File: config.mk
export PLATFORM = sky130hd
export DESIGN_NAME = write_retire_sequencer
export DESIGN_NICKNAME = d
export VERILOG_FILES = /design/src/rtl/write_retire_sequencer.sv
export SDC_FILE = /design/constraint.sdc
export NUM_CORES = 1
export LEC_CHECK = 0
export ABC_CLOCK_PERIOD_IN_PS = 4010
export BUFFER_PORTS_ARGS = -buffer_cell sky130_fd_sc_hd__buf_2
export CAP_MARGIN = 10
export CORE_UTILIZATION = 45
export DETAILED_ROUTE_END_ITERATION = 12
export PLACE_DENSITY = 0.66
export SKIP_CTS_REPAIR_TIMING = 1
export SLEW_MARGIN = 20
export SYNTH_ARGS = -nofsm -noshare
export SYNTH_HDL_FRONTEND = slang
export SYNTH_SLANG_ARGS = --single-unit
File: constraint.sdc
create_clock -name clk -period 4.01 [get_ports clk]
set_input_delay 0.401 -clock clk [delete_from_list [all_inputs] [get_ports clk]]
set_output_delay 0.401 -clock clk [all_outputs]
set_load 0.02 [all_outputs]
File: src/rtl/write_retire_sequencer.sv
`default_nettype none
// ============================================================================
// Module   : write_retire_sequencer
// Brief    : Buffers tagged write requests and replays each one as a capture
//            cycle, two retire cycles and a delayed write-back.
// Revision : 1.0
// ============================================================================
module write_retire_sequencer #(
  parameter int ADDR_W  = 5,
  parameter int BUS_W   = 9,
  parameter int DEPTH   = 2,
  parameter int MIN_DLY = 3,
  parameter int MAX_DLY = 8
) (
  input  logic                     clk,
  input  logic                     rst_n,
  input  logic                     req_valid,
  output logic                     req_ready,
  input  logic [ADDR_W-1:0]        req_addr,
  input  logic [BUS_W-ADDR_W-1:0]  req_tag,
  input  logic [3:0]               req_delay,
  output logic                     write_en,
  output logic                     data_valid,
  output logic [0:ADDR_W-1]        addr,
  output logic [0:BUS_W-1]         retire_address,
  output logic [0:BUS_W-1]         write_address,
  output logic                     busy
);

  localparam int C_TAG_W = BUS_W - ADDR_W;
  localparam int C_PTR_W = (DEPTH > 1) ? $clog2(DEPTH) : 1;
  localparam int C_CNT_W = $clog2(DEPTH + 1);

  typedef enum logic [2:0] {
    S_IDLE = 3'd0,
    S_RET1 = 3'd1,
    S_RET2 = 3'd2,
    S_WAIT = 3'd3,
    S_WB   = 3'd4
  } state_t;

  // ---------------------------------------------------------------------------
  // Request FIFO (delay is clamped before it is stored)
  // ---------------------------------------------------------------------------
  logic [ADDR_W-1:0]  r_mem_addr [DEPTH];
  logic [C_TAG_W-1:0] r_mem_tag  [DEPTH];
  logic [3:0]         r_mem_dly  [DEPTH];
  logic [C_PTR_W-1:0] r_wr_ptr;
  logic [C_PTR_W-1:0] r_rd_ptr;
  logic [C_CNT_W-1:0] r_count;

  logic               w_full;
  logic               w_empty;
  logic               w_push;
  logic               w_pop;
  logic [3:0]         w_dly_clamped;

  state_t             r_state;
  state_t             w_state_nxt;

  assign w_full    = (r_count == C_CNT_W'(DEPTH));
  assign w_empty   = (r_count == '0);
  assign w_push    = req_valid && !w_full;
  assign w_pop     = (r_state == S_IDLE) && !w_empty;
  assign req_ready = !w_full;

  always_comb begin
    w_dly_clamped = req_delay;
    if (req_delay < 4'(MIN_DLY)) begin
      w_dly_clamped = 4'(MIN_DLY);
    end else if (req_delay > 4'(MAX_DLY)) begin
      w_dly_clamped = 4'(MAX_DLY);
    end
  end

  // Storage carries no reset; the pointers and count define what is valid.
  always_ff @(posedge clk) begin
    if (w_push) begin
      r_mem_addr[r_wr_ptr] <= req_addr;
      r_mem_tag[r_wr_ptr]  <= req_tag;
      r_mem_dly[r_wr_ptr]  <= w_dly_clamped;
    end
  end

  always_ff @(posedge clk or negedge rst_n) begin
    if (!rst_n) begin
      r_wr_ptr <= '0;
      r_rd_ptr <= '0;
      r_count  <= '0;
    end else begin
      if (w_push) begin
        r_wr_ptr <= r_wr_ptr + 1'b1;
      end
      if (w_pop) begin
        r_rd_ptr <= r_rd_ptr + 1'b1;
      end
      case ({w_push, w_pop})
        2'b10:   r_count <= r_count + 1'b1;
        2'b01:   r_count <= r_count - 1'b1;
        default: r_count <= r_count;
      endcase
    end
  end

  // ---------------------------------------------------------------------------
  // Transaction sequencer
  // ---------------------------------------------------------------------------
  logic [ADDR_W-1:0]  r_addr;
  logic [C_TAG_W-1:0] r_tag;
  logic [3:0]         r_dly;
  logic [3:0]         r_wait_cnt;
  logic               r_write_en;
  logic               r_data_valid;
  logic               r_busy;
  logic [BUS_W-1:0]   r_retire_address;
  logic [BUS_W-1:0]   r_write_address;

  always_comb begin
    w_state_nxt = r_state;
    case (r_state)
      S_IDLE: begin
        if (!w_empty) begin
          w_state_nxt = S_RET1;
        end
      end
      S_RET1:  w_state_nxt = S_RET2;
      S_RET2:  w_state_nxt = S_WAIT;
      S_WAIT: begin
        if (r_wait_cnt == 4'd1) begin
          w_state_nxt = S_WB;
        end
      end
      S_WB:    w_state_nxt = S_IDLE;
      default: w_state_nxt = S_IDLE;
    endcase
  end

  // Outputs are registered from the next state so they line up with r_state.
  always_ff @(posedge clk or negedge rst_n) begin
    if (!rst_n) begin
      r_state          <= S_IDLE;
      r_addr           <= '0;
      r_tag            <= '0;
      r_dly            <= '0;
      r_wait_cnt       <= '0;
      r_write_en       <= 1'b0;
      r_data_valid     <= 1'b0;
      r_busy           <= 1'b0;
      r_retire_address <= '0;
      r_write_address  <= '0;
    end else begin
      r_state      <= w_state_nxt;
      r_busy       <= (w_state_nxt != S_IDLE);
      r_write_en   <= (w_state_nxt == S_RET1) || (w_state_nxt == S_RET2) ||
                      (w_state_nxt == S_WB);
      r_data_valid <= (w_state_nxt == S_RET1);

      if (w_pop) begin
        r_addr           <= r_mem_addr[r_rd_ptr];
        r_tag            <= r_mem_tag[r_rd_ptr];
        r_dly            <= r_mem_dly[r_rd_ptr];
        r_retire_address <= {r_mem_addr[r_rd_ptr], r_mem_tag[r_rd_ptr]};
      end

      // WAIT spans D-1 cycles so WB lands exactly D cycles after RET2.
      if (r_state == S_RET2) begin
        r_wait_cnt <= r_dly - 4'd1;
      end else if (r_state == S_WAIT) begin
        r_wait_cnt <= r_wait_cnt - 4'd1;
      end

      if (w_state_nxt == S_WB) begin
        r_write_address <= {r_addr, r_tag};
      end
    end
  end

  assign write_en       = r_write_en;
  assign data_valid     = r_data_valid;
  assign addr           = r_addr;
  assign retire_address = r_retire_address;
  assign write_address  = r_write_address;
  assign busy           = r_busy;

endmodule
`default_nettype wire

==> summary.md, run 1 <==
| Metric | Value |
|---|---|
| Antenna diodes | 0 |
| Worst-case clock buffer depth | 2 |
| Clock latency on the worst-skew pair | around 0.33 ns |
| Total power | 2.47 mW |
| Drt first pass iters | 4 |
| Std cell rows | 27 |
| Outcome | finished, final reports clean |
| Worst EP arrival | 2.20 ns |
| Post-DRT Antenna Nets | 0 |
| Drt wl/cell | ~15 um |
| Power per Cell Area | ~830 nW/um2 |
| Setup TNS Final | 0 ns |
| VDD IR-drop max | 0.000448 V |
| Nets@finish | between 200 and 250 |
| Layout cells sized above 1 | 43.9% |
| Largest net degree at the start of global routing | 37 |
| DP Worst Slack | 1.99 ns |
| Routability congestion estimate | about 0.82 |
| Element type at the critical path end | flop |
| RSZ-0062 raised after global routing | no |
| Worst Hold Class | in2async |
| Fillers | between 400 and 500 |
| Skew final | around 0.0067 ns |
| H-Tree Depth | 3 |
| Total track usage | 15.6% |
| Register area | between 1500 and 2000 um2 |
| #FFs+latches synth | a little over 60 |
| Ys Warns | 0 |
| Clock-pin slew on the worst setup and hold paths | ~0.060 ns |
| CP Class | reg2reg |
| First-pass GRT wire length | ~6800 um |
| Register-to-register path setup slack | a little over 2 ns |
| Yosys cell types | 34 |
| Multi-input logic area | between 700 and 800 um2 |
| Hold WS | about 0.14 ns |
| CTS tree | yes |
| Number of buffers created by CTS | 9 |
| Leakage | around 1.3 nW |
| Synth Cell Area | around 2600 um2 |
| Slew @ Worst Pin | between 0.7 and 0.8 ns |
| Vias in the first global route | ~1,400 |
| Rel. slew slack | between 40% and 50% |
| Post-synth ARST share | roughly three fifths |
| Avg Inst Size Synth | between 15 and 20 um2 |
| Cells after synthesis | ~160 |
| Clk sink count | 62 |
| DRC viols | 0 |
| Root Driver | clkbuf_8 |
| Worst setup margin | roughly 2.1 ns |
| Vias/cell | 4.97 |
| Starting Density | 46.4% |
| Initial DRC count | 47 |
| Tcrit/Tclk final | roughly 50% |
| CORE AREA | 5510 um2 |
| IO Pins | between 40 and 50 |
| Port Buf Inserts | 42 |
| Final max-slew violation count | 0 |
| P&R area growth vs syn | 17.0% |
| Number of synthesized flops with an enable pin | 26 |
| Max_cap viols | 0 |
| Cell count of the worst reg-to-reg path | 5 |
| Startpoint types | flop |
| Routed via count | 1,411 |
| Final Hold Viols | 0 |
| Initial antenna violation count | 0 |
| Final setup vio count | 0 |
| DIE HEIGHT | slightly below 80 um |
| Total global routing overflow | 0 |
| Final Core Density | between 50% and 60% |
| Die area | 5990 um2 |
| Worst EP required | about 4.3 ns |
| Fin crit period | about 2 ns |
| Reg-to-reg endpoint | r_count[1] |
| Chip Width | 77.4 um |
| Placed wire-length estimate | roughly 2900 um |
| Net Count, Synth | about 180 |
| Ys flop type | dfrtp_1 |
| Post-synthesis sequential area ratio | around two thirds |
| DRT Wirelength | slightly above 4000 um |
| CP max FO | 14 |
| FMAX | ~0.51 GHz |
| Reg-to-reg critical path startpoint | r_state[0] |
[Yosys cell counts, types with 3 or more instances]
library cell  number  area (um2)
o21ai_0            4        20.0
buf_4              5        37.5
edfxtp_1          26         781
nor2_1             4        15.0
mux2_4             7         105
nor3_1             4        20.0
mux2_2            24         270
a21oi_1            3        15.0
nand2_1            4        15.0
dfrtp_1           36         901
xnor2_1            5        43.8
ha_1               4        50.1
mux2i_1            5        50.1
inv_1              8        30.0
[cell usage in the layout (no fill, tap or decap), types with 3 or more instances in the layout]
cell type  instances
mux2_4             7
o21ai_0            4
mux2_2            24
nand2_1            4
ha_1               4
edfxtp_1          26
buf_2             42
nor3_1             4
mux2i_1            5
clkbuf_8          12
xnor2_1            5
dfrtp_1           36
inv_1              8
nor2_1             3
a21oi_1            3
[sequential cells by signal, indices dropped and copies added (netlist names)]
register	cells
r_state	3
r_mem_dly	8
write_address	9
r_wr_ptr	1
busy	1
r_count	2
r_tag	3
r_dly	4
r_rd_ptr	1
r_mem_tag	8
retire_address	1
r_wait_cnt	4
addr	5
data_valid	1
r_mem_addr	10
write_en	1
[final cells by class]
type	instances	share of cell area [%]
timing repair buffer	42	7.03
sequential	62	56.2
clock buffer	14	6.49
multi-input combinational	83	25.5
clock inverter	2	0.418
inverter	9	1.30
tap	72	3.01
[through the flow]
stage                     instances  cell area (um2)
after detailed placement        268             2780
after CTS                       284             2990
after global routing            284             2990
after floorplan                 164             2560
after global placement          268             2780
final                           284             2990
[kinds of logic after synthesis]
logic type      after synthesis  synth area share, %
compound gates               14                 3.57
xor+xnor                      7                 2.40
fa+ha+maj                     4                 1.96
buf+inv                      19                 4.45
flops                        62                 65.8
mux                          36                 16.6
simple gates                 22                 5.19
[power breakdown]
part / switching, mW / total, mW / internal, mW
Clock: 0.232 / 0.544 / 0.312
Sequential: 0.187 / 1.09 / 0.906
Combinational: 0.440 / 0.836 / 0.396
[worst max path at each step]
stage,from,endpoint,cells after the start
2_1_floorplan,r_state[1],r_count[1],6
3_3_place_gp,r_count[0],r_mem_tag[0][2],3
3_5_place_dp,r_count[0],r_mem_tag[0][0],3
4_1_cts,r_count[0],r_mem_addr[0][4],3
5_1_grt,r_state[0],r_count[1],5
6_report,r_state[0],r_count[1],5
[critical path, stage by stage (launching register included)]
cell and delay, ns:
dfrtp_1 0.50, or4_4 0.58, inv_6 0.18, ha_1 0.29
nor2_1 0.14, xor2_1 0.17
[per-layer routing]
layer	global-route usage [%]	routed length [um]	vias up
met1	19.0	1820	694
li1	-	-	675
met3	3.88	135	9
met2	24.9	2100	33
met5	0	0	-
met4	10.2	82	0
Note: power is estimated with default switching activity, not from simulation.
==> run 2, diff against run 1 <==
ABC_CLOCK_PERIOD_IN_PS = 1700   (was 4010)
PLACE_DENSITY = 0.69   (was 0.66)
clock period = 1.7 ns   (was 4.01 ns; I/O delays follow)
==> run 2 against run 1 <==
Compared with the run above:
- worst hold slack got worse by 0.11 ns
- critical path depth fell by 1
- combinational power rose to 2.8 times the previous value
- power rose by 150%
- first-iteration DRC count rose by 23%
- flip-flop and latch count did not move
- clock skew rose by 0.0058 ns
- utilization rose by 2.8 points
- non-clock buffer count rose by 15
- via count rose by 3.6%
- global-route usage rose by 0.41 points
- routed wire length rose by 2.8%
==> summary.md, run 2 (synthesis results as in run 1) <==
| Metric | Value |
|---|---|
| Antenna diodes | 0 (unchanged) |
| CP max FO | 5 (was 14) |
| Number of buffers created by CTS | 9 (unchanged) |
| Most common cell after layout, fill and taps aside | buf_2 (unchanged) |
| Final setup vio count | 0 (unchanged) |
| Rel. slew slack | 59.3% (was 49.5%) |
| Total global routing overflow | 0 (unchanged) |
| Drt wl/cell | 14.3 um (was 14.6 um) |
| Leakage | 1.40 nW (was 1.32 nW) |
| Final max-slew violation count | 0 (unchanged) |
| Largest register FFs | 10 (unchanged) |
| P&R area growth vs syn | 23.1% (was 17.0%) |
| Layout cells sized above 1 | 48.0% (was 43.9%) |
| Starting Density | 46.4% (unchanged) |
| VDD IR-drop max | 0.000751 V (was 0.000448 V) |
| Crit path launch | r_state[1] (was r_state[0]) |
| Tcrit/Tclk final | 95.4% (was 48.6%) |
| Std cell rows | 27 (unchanged) |
| Register-to-register path setup slack | 0.08 ns (was 2.06 ns) |
| Port Buf Inserts | 42 (unchanged) |
| Clock latency on the worst-skew pair | 0.34 ns (was 0.33 ns) |
| CP Class | reg2reg (unchanged) |
| DP Worst Slack | -0.00783 ns (was 1.99 ns) |
| Max_cap viols | 0 (unchanged) |
| Outcome | finished, final reports clean (unchanged) |
| DRT Wirelength | 4260 um (was 4140 um) |
| First-pass GRT wire length | 6900 um (was 6800 um) |
| CORE AREA | 5510 um2 (unchanged) |
| Die area | 5990 um2 (unchanged) |
| RSZ-0062 raised after global routing | no (unchanged) |
| Total track usage | 16.1% (was 15.6%) |
| Skew final | 0.0125 ns (was 0.00670 ns) |
| Fin crit period | 1.62 ns (was 1.95 ns) |
| CTS tree | yes (unchanged) |
| Reg-to-reg critical path startpoint | r_state[1] (was r_state[0]) |
| Element type at the critical path end | flop (unchanged) |
| Power per Cell Area | 1930 nW/um2 (was 827 nW/um2) |
| Placed wire-length estimate | 2990 um (was 2860 um) |
| IO Pins | 43 (unchanged) |
| Hold path depth | 1 |
| Worst EP arrival | 1.84 ns (was 2.20 ns) |
| Largest net degree at the start of global routing | 37 (unchanged) |
| Vias in the first global route | 1,436 (was 1,384) |
| Chip Width | 77.4 um (unchanged) |
| FMAX | 0.617 GHz (was 0.513 GHz) |
| Initial antenna violation count | 0 (unchanged) |
| Worst setup margin | 0.0787 ns (was 2.06 ns) |
| Final Hold Viols | 0 (unchanged) |
| Reg-to-reg endpoint | r_dly[2] (was r_count[1]) |
| Hold Path Origin | req_tag[0] |
| Worst-case clock buffer depth | 2 (unchanged) |
| Drt first pass iters | 4 (unchanged) |
| DIE HEIGHT | 77.4 um (unchanged) |
| Routability congestion estimate | 0.721 (was 0.823) |
| Routed via count | 1,462 (was 1,411) |
| Placed cell count | 281 (was 268) |
| Cell count of the worst reg-to-reg path | 4 (was 5) |
| Nets@finish | 242 (was 227) |
| Startpoint types | flop (unchanged) |
| Most frequent cells in the layout | buf_2 (42), dfrtp_1 (36), edfxtp_1 (26), mux2_2 (24), buf_4 (12) (was buf_2 (42), dfrtp_1 (36), edfxtp_1 (26), mux2_2 (24), clkbuf_8 (12)) |
| Clk sink count | 62 (unchanged) |
| Post-DRT Antenna Nets | 0 (unchanged) |
| Slew @ Worst Pin | 0.611 ns (was 0.758 ns) |
| Worst EP required | 1.92 ns (was 4.26 ns) |
| Clock-pin slew on the worst setup and hold paths | 0.07 ns (was 0.06 ns) |
| DRC viols | 0 (unchanged) |
| H-Tree Depth | 3 (unchanged) |
| Initial DRC count | 58 (was 47) |
| Worst Hold Class | in2reg (was in2async) |
| Top reg by flops | r_mem_addr (unchanged) |
| Fin cells | 299 (was 284) |
| Worst Hold End | r_mem_tag[1][0] |
| Root Driver | clkbuf_8 (unchanged) |
| Vias/cell | 4.89 (was 4.97) |
[run 2: changes by cell type in the layout (fill, tap and decap cells not counted), sizes merged]
cell	previous run	this run
inv	9	10
bufinv	0	1
buf	42	56
dlygate4sd3	0	1
clkbuf	14	11
clkinvlp	1	0
clkinv	1	3
[run 2: layout make-up]
class                      instances  area, um2
tap                               72       90.1
clock inverter                     5       55.1
inverter                           9       38.8
timing repair buffer              57        350
multi-input combinational         83        778
clock buffer                      11        153
fill                             457       2360
sequential                        62       1680
[run 2: stage by stage]
step / instance area (um2) / power (mW) / util, % / hold WS [ns] / setup TNS (ns)
global placement: 2910 / 4.72 / 52.8 / 0.235 / 0
finish: 3150 / 6.08 / 57.1 / 0.0243 / 0
CTS: 3110 / 6.13 / 56.6 / -0.127 / -0.0280
detailed placement: 2910 / 4.78 / 52.8 / 0.239 / -0.00783
global route: 3150 / 6.45 / 57.1 / 0.00487 / 0
floorplan: 2560 / 4.06 / - / -0.126 / -0.0925
[run 2: metal layers]
metal	up-vias	share of wire, %	track usage [%]
li1	705	-	-
met4	0	1.7	9.62
met3	7	3.0	4.24
met1	720	48	20.8
met5	-	0	0
met2	30	47	24.2
[run 2: report_power, final]
part	switching, mW	leakage (nW)	total, mW	internal, mW
Sequential	0.307	0.677	2.44	2.14
Combinational	1.21	0.618	2.30	1.09
Clock	0.573	0.109	1.34	0.765
Total	2.09	1.40	6.08	3.99
[run 2: worst max-delay path, stage by stage, from the launching register on]
cell and delay, ns:
dfrtp_1 0.38, or4_4 0.57, inv_6 0.10, buf_4 0.14
mux2_2 0.33
[run 2: how the worst max path moves through the flow]
stage / slack (ns) / end
after global placement: 0.07 / r_count[1]
after floorplan: -0.09 / r_count[1]
after CTS: -0.03 / r_count[1]
final: 0.08 / r_dly[2]
after global routing: 0.03 / write_address[7]
after detailed placement: -0.008 / r_count[1]
